==> src/rtl/vsync_provider.sv <==
// Vertical timing stage: counts HSYNC falling edges into lines and frames, and decodes
// VSYNC, the visible-line Y coordinate and the vertical video-active flag.
module vsync_provider #(
  parameter int unsigned VerticalFrontPorch = 10,
  parameter int unsigned VSYNCPulse         = 2,
  parameter int unsigned VerticalBackPorch  = 33,
  parameter int unsigned VisibleLines       = 480
) (
  input  logic       Pixelclock,
  input  logic       reset,
  input  logic       enable,
  input  logic       HSYNC,
  output logic       VSYNC,
  output logic [9:0] Y,
  output logic       video_on_v,
  output logic       frame_start,
  output logic [7:0] frame_count
);

  localparam int unsigned TOTAL =
      VerticalFrontPorch + VSYNCPulse + VerticalBackPorch + VisibleLines;

  localparam logic [9:0] LastLine  = 10'(TOTAL - 1);
  localparam logic [9:0] SyncStart = 10'(VerticalFrontPorch);
  localparam logic [9:0] SyncEnd   = 10'(VerticalFrontPorch + VSYNCPulse);
  localparam logic [9:0] VisStart  = 10'(VerticalFrontPorch + VSYNCPulse + VerticalBackPorch);

  if (TOTAL > 1024) begin : gen_total_check
    $error("vsync_provider: frame length exceeds the 10-bit line counter");
  end

  logic       hsync_d;
  logic [9:0] line_cnt;
  logic       adv;

  // hsync_d tracks HSYNC even while disabled, so re-enabling never sees a stale edge.
  assign adv = enable & hsync_d & ~HSYNC;

  always_ff @(posedge Pixelclock or posedge reset) begin
    if (reset) begin
      hsync_d     <= 1'b1;
      line_cnt    <= '0;
      frame_start <= 1'b0;
      frame_count <= '0;
    end else begin
      hsync_d     <= HSYNC;
      frame_start <= 1'b0;
      if (adv) begin
        if (line_cnt == LastLine) begin
          line_cnt    <= '0;
          frame_start <= 1'b1;
          frame_count <= frame_count + 8'd1;
        end else begin
          line_cnt <= line_cnt + 10'd1;
        end
      end
    end
  end

  assign VSYNC      = ~((line_cnt >= SyncStart) && (line_cnt < SyncEnd));
  assign video_on_v = (line_cnt >= VisStart);
  assign Y          = video_on_v ? (line_cnt - VisStart) : '0;

endmodule
==> config.mk <==
export PLATFORM = sky130hd
export DESIGN_NAME = vsync_provider
export DESIGN_NICKNAME = d
export VERILOG_FILES = /design/src/rtl/vsync_provider.sv
export SDC_FILE = /design/constraint.sdc
export NUM_CORES = 1
export LEC_CHECK = 0
export ABC_AREA = 1
export BUFFER_PORTS_ARGS = -buffer_cell sky130_fd_sc_hd__buf_4
export CORE_MARGIN = 4
export CORE_UTILIZATION = 55
export DETAILED_ROUTE_END_ITERATION = 7
export GPL_TIMING_DRIVEN = 0
export PLACE_DENSITY = 0.84
export SLEW_MARGIN = 20
export SYNTH_ARGS = -nofsm -noshare
export SYNTH_HDL_FRONTEND = slang
export SYNTH_SLANG_ARGS = --single-unit
==> constraint.sdc <==
create_clock -name Pixelclock -period 1.7 [get_ports Pixelclock]
set_input_delay 0.17 -clock Pixelclock [delete_from_list [all_inputs] [get_ports Pixelclock]]
set_output_delay 0.17 -clock Pixelclock [all_outputs]
set_load 0.03 [all_outputs]
==> PnR_summary.wiki, run 1 <==
{| class="wikitable"
! Metric !! Value
|-
| Status || finished with violations
|-
| Violations in the final reports || negative hold slack, negative setup slack
|-
| Count of yosys warnings during synthesis || 0
|-
| Crit share post-route || 1.09
|-
| Min Tclk post-route || 1.86 ns
|-
| Final HPWL from detailed placement || 2490 µm
|-
| Flops & latches, synth || 20
|-
| Initial cell density of the core || 0.577
|-
| Layout-stage area growth over the synthesis result || 44.3%
|-
| Wire length of the first global-routing pass || between 6000 and 7000 µm
|-
| Number of distinct library cell variants in the gate-level netlist after synthesis || 31
|-
| Top_reg_cell synth || dfrtp_1
|-
| Floorplan Core Area || 2480 µm²
|-
| Cell depth of the worst flop-to-flop path || 10
|-
| Pin count of the biggest net entering global routing || 21
|-
| Overall routed net length || roughly 3700 µm
|-
| Path category of the worst min-delay check || input port to asynchronous set/reset pin
|-
| Worst r2r src || line_cnt[0]
|-
| Most numerous cell in the Yosys netlist || nand2_1
|-
| Adder-cell share of the synthesized area || 0.0525
|-
| Mean number of vias per cell || around 5.5
|-
| Max-Slew Margin vs Limit || 0.502
|-
| Via count of the first global-routing pass || roughly 1400
|-
| Simple-gate portion of the synthesized area || 0.343
|-
| Die Wd || roughly 59 µm
|-
| Port buffer count || 24
|-
| Final setup violation count || 12
|-
| Clock root cell || clkbuf_4
|-
| Cell types with the largest area share after synthesis || dfrtp_1 33%, nand2_1 13%, inv_1 6.8%
|-
| Count of antenna-violating nets left after detailed routing || 0
|-
| Area occupied by registers || between 500 and 600 µm²
|-
| Setup repair after global routing missed its margin || yes
|-
| Slowest Stage Delay on Critical Path || 0.45 ns
|-
| Antenna violations before repair || 0
|-
| Arrival time at the worst endpoint || roughly 1.7 ns
|-
| Number of hold violations in the final report || 19
|-
| Maximum fanout count along the critical path || 5
|-
| TritonCTS clock tree || built
|-
| Fraction of registers with async set or reset after synthesis || 1.00
|-
| Number of placement rows || 18
|-
| CP startpoint kind || flip-flop
|-
| Number of clock sinks seen by CTS || 20
|-
| Critical path, cell by cell || nor2_4 -> nand2_1 -> inv_1 -> nand3_1 -> nand2_1 -> nand2_1 -> nor2_4 -> buf_6
|-
| Cell area power density || between 1000 and 1500 nW/µm²
|-
| Die ar. || 3480 µm²
|-
| Cell occurring most often along the worst timing path || nand2_1
|-
| Area taken by multi-input logic gates || 923 µm²
|-
| All-layer global routing usage || 0.233
|-
| Ports placed on the boundary || 25
|-
| Fill cell count || approximately 140
|-
| Slew at the pin closest to its max-slew limit || ~0.75 ns
|-
| Final global-route overflow total || 0
|-
| Dominant combinational cell family by area after synthesis || simple AND/OR/NAND/NOR gates
|-
| Worst Setup End Kind || output port
|-
| Mapped Nets || 203
|-
| Post-synthesis average cell area || 7.40 µm²
|-
| Leading post-synthesis cells by instance count || 50 x nand2_1, 26 x inv_1, 19 x dfrtp_1
|-
| Post-placement worst setup slack || -0.0930 ns
|-
| Vias || 1480
|-
| Area share of the leading cell type in the synthesized netlist || 0.333
|-
| Worst Skew || 0.0123 ns
|-
| Final Net Count || 250
|-
| Buffer depth of the longest clock path || 2
|-
| Number of optimization iterations in the first detailed-route pass || 4
|-
| Crit path capture || Y[9]
|-
| Count of maximum capacitance violations || 0
|-
| Number of remaining DRC errors || 0
|-
| EDFF count, synth || 0
|-
| Maximum vdd drop || 0.00134 V
|-
| Clock transition time at the flip-flop clock pins of the worst setup and hold paths || ~0.12 ns
|-
| Cell taking the most area after synthesis || dfrtp_1
|-
| Startpoint of the worst setup timing path || line_cnt[7]
|-
| Static Leakage || approximately 1.0 nW
|-
| Drt wl/cell || 13.9 µm
|-
| Starting DRT DRC Count || just under 80
|-
| Register area share after synthesis || 0.351
|-
| Post-Route Hold Slack || -0.0151 ns
|-
| Antenna diode count || 0
|-
| Clock latency at the later pin of the worst-skew pair || around 0.3 ns
|-
| Number of levels the H-tree was split into || 1
|-
| Endpoint of the worst register-to-register path || frame_count[7]
|-
| Die outline height || 59.0 µm
|-
| Fmax achieved || approximately 540 MHz
|-
| Share of post-route cells with drive strength above 1 || 0.381
|-
| Xor/xnor cell area share of the yosys netlist || 0.0613
|-
| Setup TNS || -1.48 ns
|-
| Final weighted congestion in routability-driven placement || 0.884
|-
| Setup slack, reg-to-reg || 0.12 ns
|-
| Post-synthesis instance area || between 1000 and 1500 µm²
|-
| Final WS setup || -0.157 ns
|-
| Synthesized instance count || 193
|-
| Max Slew Vio Count || 0
|-
| Critical setup path kind || flip-flop to output port
|-
| CP max stage cell || dfrtp_1
|-
| Area fraction in compound gates after synthesis || 0.0779
|-
| Multiplexer share of the synthesized area || 0
|-
| Required time at the worst-slack endpoint || ~1.5 ns
|-
| Number of buffers inserted during clock tree synthesis || 3
|}
[flip-flops by register name, indices dropped and copies added (netlist names)]
signal,cells
hsync_d,1
frame_count,8
frame_start,1
line_cnt,10
[layout make-up]
| class | count | share of cell area |
|---|---|---|
| multi-input combinational | 139 | 0.448 |
| timing repair buffer | 42 | 0.176 |
| inverter | 29 | 0.0607 |
| clock inverter | 1 | 0.0146 |
| sequential | 20 | 0.245 |
| tap | 30 | 0.0182 |
| clock buffer | 3 | 0.0109 |
| buffer | 5 | 0.0273 |
[cells in the final DEF, fill, tap and decap left out, types with 4 or more instances in the layout]
| master | instances |
|---|---|
| buf_4 | 30 |
| buf_6 | 15 |
| dfrtp_1 | 17 |
| ha_1 | 4 |
| inv_1 | 24 |
| nand2_1 | 48 |
| nand3_1 | 14 |
| nand4_1 | 6 |
| nor2_1 | 8 |
| nor2_4 | 12 |
| nor3_1 | 4 |
| o21ai_0 | 5 |
| xor2_1 | 8 |
[logic make-up (layout without fill, tap and decap cells)]
| kind of cell | count (synthesis) | count (layout) |
|---|---|---|
| xor gates and xnor gates | 10 | 10 |
| adders and majority gates | 6 | 6 |
| AOI/OAI and AO/OA | 19 | 19 |
| DFF | 20 | 20 |
| and+or+nand+nor | 104 | 104 |
| buffers and inverters | 34 | 80 |
[timing repair]
action | in CTS | in global routing
gates resized for setup | 25 | 6
pin swaps | 8 | 4
setup endpoints to repair | 12 | 12
buffers inserted | 13 | 4
hold buffers | 1 | 0
hold endpoints to repair | 1 | 0
[metal layers]
metal  wire length, µm  GRT usage  part of all wire
met3               201     0.0218             0.054
met1              1480      0.281              0.39
met4                75     0.0906             0.020
met2              1990      0.424              0.53
met5                 0          0                 0
[power by group]
group	switching, mW	total, mW	internal (mW)
Clock	0.148	0.387	0.238
Sequential	0.0566	0.594	0.537
Combinational	0.916	1.65	0.736
[worst max-delay path: cells and delay by family, from the launching register on]
family        cells  cell delay, ns
buf+inv           2            0.28
flops             1            0.45
simple gates      6            0.67
[worst min-delay path by stage]
stage	start	end	slack, ns
floorplan	reset	frame_count[0]	0.13
global placement	HSYNC	hsync_d	0.31
detailed placement	HSYNC	hsync_d	0.31
CTS	reset	frame_count[3]	0.005
global route	reset	line_cnt[4]	0.03
finish	reset	line_cnt[4]	-0.02
[through the flow]
step / instances / power, mW / utilization / area, µm² / hold WS (ns)
after CTS: 265 / 2.57 / 0.811 / 2010 / 0.00538
after detailed placement: 247 / 1.81 / 0.707 / 1750 / 0.309
after global placement: 247 / 1.77 / 0.707 / 1750 / 0.308
after floorplan: 193 / 1.50 / - / 1530 / 0.133
after global routing: 269 / 2.79 / 0.832 / 2060 / 0.0296
final: 269 / 2.63 / 0.832 / 2060 / -0.0151
No activity file was read; power rests on OpenSTA's default activity.
==> run 2: changes to the inputs <==
ABC_AREA = default   (was 1)
CORE_UTILIZATION = 54   (was 55)
clock period = 1.9 ns   (was 1.7 ns; I/O delays follow)
==> PnR_summary.wiki, run 2 <==
{| class="wikitable"
! Metric !! Value
|-
| Path category of the worst min-delay check || input port to asynchronous set/reset pin
|-
| Die ar. || ~3100 µm²
|-
| Initial cell density of the core || 0.566
|-
| Die outline height || 55.9 µm
|-
| Fraction of met1 tracks used by global routing || 0.260
|-
| Post-route design area || 1830 µm²
|-
| Post-synthesis average cell area || 9.69 µm²
|-
| Leading post-synthesis cells by instance count || 19 x dfrtp_1, 16 x nor2_1, 10 x xnor2_1
|-
| Flops & latches, synth || 20
|-
| Final weighted congestion in routability-driven placement || 0.804
|-
| Max-Slew Margin vs Limit || 0.502
|-
| TritonCTS clock tree || built
|-
| Final Net Count || 183
|-
| Floorplan Core Area || between 2000 and 2500 µm²
|-
| Post-synthesis instance area || 1240 µm²
|-
| EDFF count, synth || 0
|-
| Number of levels the H-tree was split into || 1
|-
| Antenna diode count || 0
|-
| Most frequent standard cell in the layout excluding fill and tap cells || buf_4
|-
| Register area share after synthesis || 0.405
|-
| Final WS setup || -0.280 ns
|-
| Maximum fanout count along the critical path || 5
|-
| Setup repair after global routing missed its margin || yes
|-
| Cell area power density || between 800 and 900 nW/µm²
|-
| Overall routed net length || about 3400 µm
|-
| Max Slew Vio Count || 0
|-
| Final global-route overflow total || 0
|-
| Count of yosys warnings during synthesis || 0
|-
| Static Leakage || around 0.94 nW
|-
| Die Wd || 55.9 µm
|-
| Starting DRT DRC Count || 24
|-
| Most used routing layer || met2
|-
| Top_reg_cell synth || dfrtp_1
|-
| Mapped Nets || 138
|-
| Met3 Usage GRT || 0.0510
|-
| Arrival time at the worst endpoint || 1.99 ns
|-
| Critical setup path kind || flip-flop to output port
|-
| Number of buffers inserted during clock tree synthesis || 3
|-
| Register with the most flip-flops || line_cnt
|-
| Most frequent cells in the layout || 28 x buf_4, 19 x dfrtp_1, 15 x buf_6
|-
| Cell types with the largest area share after synthesis || dfrtp_1 38%, xnor2_1 7.1%, xor2_1 6.4%
|-
| Worst Skew || 0.00508 ns
|-
| Number of hold violations in the final report || 0
|-
| Vias || 1162
|-
| All-layer global routing usage || 0.194
|-
| Number of clock sinks seen by CTS || 20
|-
| Wire length of the first global-routing pass || 4890 µm
|-
| Clock latency at the later pin of the worst-skew pair || 0.30 ns
|-
| Pin count of the biggest net entering global routing || 21
|-
| Port buffer count || 24
|-
| Post-Route Hold Slack || approximately 0.0084 ns
|-
| Drt wl/cell || 16.9 µm
|-
| CP startpoint kind || flip-flop
|-
| Buffer depth of the longest clock path || 2
|-
| Ports placed on the boundary || 25
|-
| Max reg flops || 10
|-
| Worst Setup End Kind || output port
|-
| Overall power of the completed layout || between 1.5 and 2 mW
|-
| Biggest regs || line_cnt: 10 flops, frame_count: 8 flops
|-
| Maximum vdd drop || approximately 0.001 V
|-
| Count of antenna-violating nets left after detailed routing || 0
|-
| Layout-stage area growth over the synthesis result || 47.2%
|-
| Crit share post-route || 1.15
|-
| Area after detailed placement || 1530 µm²
|-
| Fmax achieved || ~460 MHz
|-
| Final HPWL from detailed placement || 1950 µm
|-
| Required time at the worst-slack endpoint || 1.71 ns
|-
| Final setup violation count || 21
|-
| Slew at the pin closest to its max-slew limit || 0.746 ns
|-
| GR Layer Usage met2 || 0.323
|-
| Clock root cell || clkbuf_4
|-
| Area share of the leading cell type in the synthesized netlist || 0.383
|-
| Synthesized instance count || around 130
|-
| Number of placement rows || 17
|-
| Clock transition time at the flip-flop clock pins of the worst setup and hold paths || 0.12 ns
|-
| Number of remaining DRC errors || 0
|-
| Most numerous cell in the Yosys netlist || dfrtp_1
|-
| Via count of the first global-routing pass || 1054
|-
| Violations in the final reports || negative setup slack
|-
| Number of optimization iterations in the first detailed-route pass || 4
|-
| Status || finished with violations
|-
| Share of post-route cells with drive strength above 1 || 0.477
|-
| Cell taking the most area after synthesis || dfrtp_1
|-
| Count of maximum capacitance violations || 0
|-
| Min Tclk post-route || 2.18 ns
|-
| Antenna violations before repair || 0
|-
| Number of distinct library cell variants in the gate-level netlist after synthesis || 35
|-
| Fraction of registers with async set or reset after synthesis || 1.00
|-
| Cell depth of the worst flop-to-flop path || 8
|-
| Mean number of vias per cell || 5.81
|}
## run 2: cell types whose count changed in the layout (fill, tap and decap cells not counted), moves of 4 or more
cell and change:
and3_1 +4, inv_1 -20, nand2_1 -43, nand3_1 -12, nor2_4 -10, xnor2_1 +6
## run 2: kinds of logic after synthesis
group	after synthesis	share of synthesized area
and+or+nand+nor	53	0.248
xor gates and xnor gates	20	0.147
DFF	20	0.405
AOI/OAI and AO/OA	14	0.0737
buffers and inverters	14	0.0565
adders and majority gates	6	0.0605
muxes	1	0.00908
## run 2: metal layers
layer | part of all wire | wire length, µm
met4 | 0.015 | 51
met5 | 0 | 0
met2 | 0.50 | 1700
met1 | 0.44 | 1490
met3 | 0.039 | 133
## run 2: metrics by stage
step | instances | worst slack [ns] | utilization | TNS (ns)
6_report | 200 | -0.280 | 0.833 | -3.49
3_3_place_gp | 180 | -0.0705 | 0.700 | -0.598
3_5_place_dp | 180 | -0.106 | 0.700 | -0.989
4_1_cts | 193 | -0.238 | 0.788 | -2.41
2_1_floorplan | 128 | 0.000812 | - | 0
5_1_grt | 200 | -0.375 | 0.833 | -5.27
## run 2: layout make-up
cell class,count,area (µm²)
Fill cell,116,365
Timing Repair Buffer,41,355
Buffer,7,71.3
Tap cell,28,35.0
Clock buffer,4,36.3
Inverter,6,30.0
Sequential cell,20,502
Multi-Input combinational cell,94,796
## run 2: where the power goes
group / leakage [nW] / switching, mW / internal (mW)
Combinational: 0.659 / 0.455 / 0.370
Sequential: 0.260 / 0.0367 / 0.460
Clock: 0.0210 / 0.132 / 0.117
Total: 0.940 / 0.624 / 0.947
## run 2: path summary, 6_finish.rpt
path / startpoint / endpoint / slack [ns]
worst max-delay path: line_cnt[0] / video_on_v / -0.28
worst min-delay path: reset / frame_count[5] / 0.008
worst max register to register: line_cnt[0] / frame_count[1] / -0.11
worst min register to register: frame_count[7] / frame_count[7] / 0.48
max in group asynchronous: reset / line_cnt[3] / 1.43
min in group Pixelclock: enable / line_cnt[1] / 0.41
## run 2: critical path, cell delays in order, from the launching register on
cell and delay, ns:
dfrtp_1 0.42, clkbuf_8 0.16, inv_6 0.05, ha_4 0.12
and3b_2 0.23, o21ai_4 0.15, and3_4 0.22, buf_6 0.14
inv_1 0.06, buf_6 0.13
## run 2: repair_timing
item,in CTS,in global routing
endpoints found under the hold margin,1,0
hold buffers,1,0
pin swaps,8,7
setup endpoints to repair,14,18
buffers inserted,8,8
gates cloned,1,0
gates resized for setup,22,10
==> run 3: changes to the inputs <==
RECOVER_POWER = 25   (was default)
==> PnR_summary.wiki, run 3 (same netlist as run 2, synthesis figures left out) <==
{| class="wikitable"
! Metric !! Value
|-
| CP startpoint kind || flip-flop
|-
| Overall routed net length || ~3400 µm
|-
| Cell depth of the worst flop-to-flop path || 8
|-
| Cell occurring most often along the worst timing path || buf_6
|-
| Drt wl/cell || 16.9 µm
|-
| Worst Setup End Kind || output port
|-
| Ports placed on the boundary || 25
|-
| Die ar. || 3130 µm²
|-
| Number of remaining DRC errors || 0
|-
| Most frequent cells in the layout || 27 x buf_4, 19 x dfrtp_1, 15 x buf_6
|-
| Crit share post-route || 1.15
|-
| Die outline height || 55.9 µm
|-
| Antenna violations before repair || 0
|-
| Stages on the worst setup path || 9
|-
| Status || finished with violations
|-
| Via count of the first global-routing pass || 1054
|-
| Min Tclk post-route || 2.18 ns
|-
| Crit-path leading delay family || buffers and inverters
|-
| Required time at the worst-slack endpoint || 1.71 ns
|-
| Slew at the pin closest to its max-slew limit || 0.740 ns
|-
| Share of post-route cells with drive strength above 1 || 0.477
|-
| All-layer global routing usage || 0.194
|-
| TritonCTS clock tree || built
|-
| Clock latency at the later pin of the worst-skew pair || ~0.30 ns
|-
| Overall power of the completed layout || approximately 1.6 mW
|-
| Antenna diode count || 0
|-
| Initial cell density of the core || 0.566
|-
| Wire length of the first global-routing pass || roughly 4900 µm
|-
| Starting DRT DRC Count || 24
|-
| Final setup violation count || 21
|-
| Number of optimization iterations in the first detailed-route pass || 4
|-
| Final HPWL from detailed placement || 1950 µm
|-
| Setup repair after global routing missed its margin || yes
|-
| Maximum fanout count along the critical path || 5
|-
| Die Wd || around 56 µm
|-
| Critical path, cell by cell || clkbuf_8 -> inv_6 -> ha_4 -> and3b_2 -> o21ai_4 -> and3_4 -> buf_6 -> inv_1 -> buf_6
|-
| Most frequent standard cell in the layout excluding fill and tap cells || buf_4
|-
| Register with the most flip-flops || line_cnt
|-
| Port buffer count || 24
|-
| Number of buffers inserted during clock tree synthesis || 3
|-
| Pin count of the biggest net entering global routing || 21
|-
| Mean number of vias per cell || 5.82
|-
| Buffer depth of the longest clock path || 2
|-
| Critical setup path kind || flip-flop to output port
|-
| Max reg flops || 10
|-
| CP max stage cell || dfrtp_1
|-
| Max Slew Vio Count || 0
|-
| Floorplan Core Area || 2190 µm²
|-
| Violations in the final reports || negative setup slack
|-
| Number of placement rows || 17
|-
| Max-Slew Margin vs Limit || 0.506
|-
| Layout-stage area growth over the synthesis result || 47.2%
|-
| Number of levels the H-tree was split into || 1
|-
| Final weighted congestion in routability-driven placement || between 0.8 and 0.9
|-
| Cell area power density || 862 nW/µm²
|-
| Count of maximum capacitance violations || 0
|-
| Layout Utilization || 0.833
|-
| Final WS setup || -0.276 ns
|-
| Clock root cell || clkbuf_4
|-
| Final Net Count || 183
|-
| Path category of the worst min-delay check || input port to asynchronous set/reset pin
|-
| Number of hold violations in the final report || 0
|-
| Clock transition time at the flip-flop clock pins of the worst setup and hold paths || approximately 0.11 ns
|-
| Worst Skew || approximately 0.0023 ns
|-
| Arrival time at the worst endpoint || a little under 2 ns
|-
| Slowest Stage Delay on Critical Path || 0.42 ns
|-
| Number of buffers and inverters on the critical path || 5
|-
| Number of clock sinks seen by CTS || 20
|-
| Final global-route overflow total || 0
|-
| Static Leakage || 0.940 nW
|-
| Maximum vdd drop || roughly 0.0010 V
|-
| Fmax achieved || 459 MHz
|-
| Count of antenna-violating nets left after detailed routing || 0
|-
| Vias || around 1200
|-
| Biggest regs || line_cnt: 10 flops, frame_count: 8 flops
|}
## run 3: cell type report
cell class | instances | area, µm²
fill | 116 | 365
multi-input combinational | 94 | 796
buffer | 7 | 71.3
tap | 28 | 35.0
sequential | 20 | 502
inverter | 6 | 30.0
timing repair buffer | 41 | 355
clock buffer | 4 | 36.3
## run 3: path summary, 6_finish.rpt
kind,slack (ns),start,end
hold reg to reg,0.48,frame_count[7],frame_count[7]
setup reg to reg,-0.11,line_cnt[0],frame_count[1]
hold / removal,0.007,reset,frame_count[0]
min in group Pixelclock,0.41,enable,line_cnt[1]
setup / recovery,-0.28,line_cnt[0],video_on_v
max in group asynchronous,1.43,reset,frame_count[4]
## run 3: layer usage
layer / share of wire / vias up / track usage
met5: 0 / - / 0
met4: 0.015 / 0 / 0.0271
met3: 0.043 / 8 / 0.0510
met2: 0.51 / 35 / 0.323
met1: 0.43 / 588 / 0.260
li1: - / 532 / -
## run 3: report_power, final
group / internal, mW / switching (mW)
Combinational: 0.370 / 0.456
Sequential: 0.460 / 0.0362
Clock: 0.117 / 0.134
Total: 0.947 / 0.626
## run 3: timing repair
| action | 4_1_cts | 5_1_grt |
|---|---|---|
| setup buffers | 8 | 8 |
| gates cloned | 1 | 0 |
| hold buffers | 1 | 0 |
| pin swaps | 8 | 7 |
| endpoints found under the setup margin | 14 | 18 |
| hold endpoints to repair | 1 | 0 |
| resized for setup | 22 | 10 |
## run 3: per-stage QoR
stage	instances	setup WS (ns)	hold WS, ns	setup TNS, ns	instance area (µm²)
after detailed placement	180	-0.106	0.314	-0.989	1530
after global placement	180	-0.0705	0.309	-0.598	1530
after global routing	200	-0.375	0.0597	-5.27	1830
after floorplan	128	0.000812	0.153	0	1320
after CTS	193	-0.238	0.0263	-2.41	1730
final	200	-0.276	0.00717	-3.48	1830
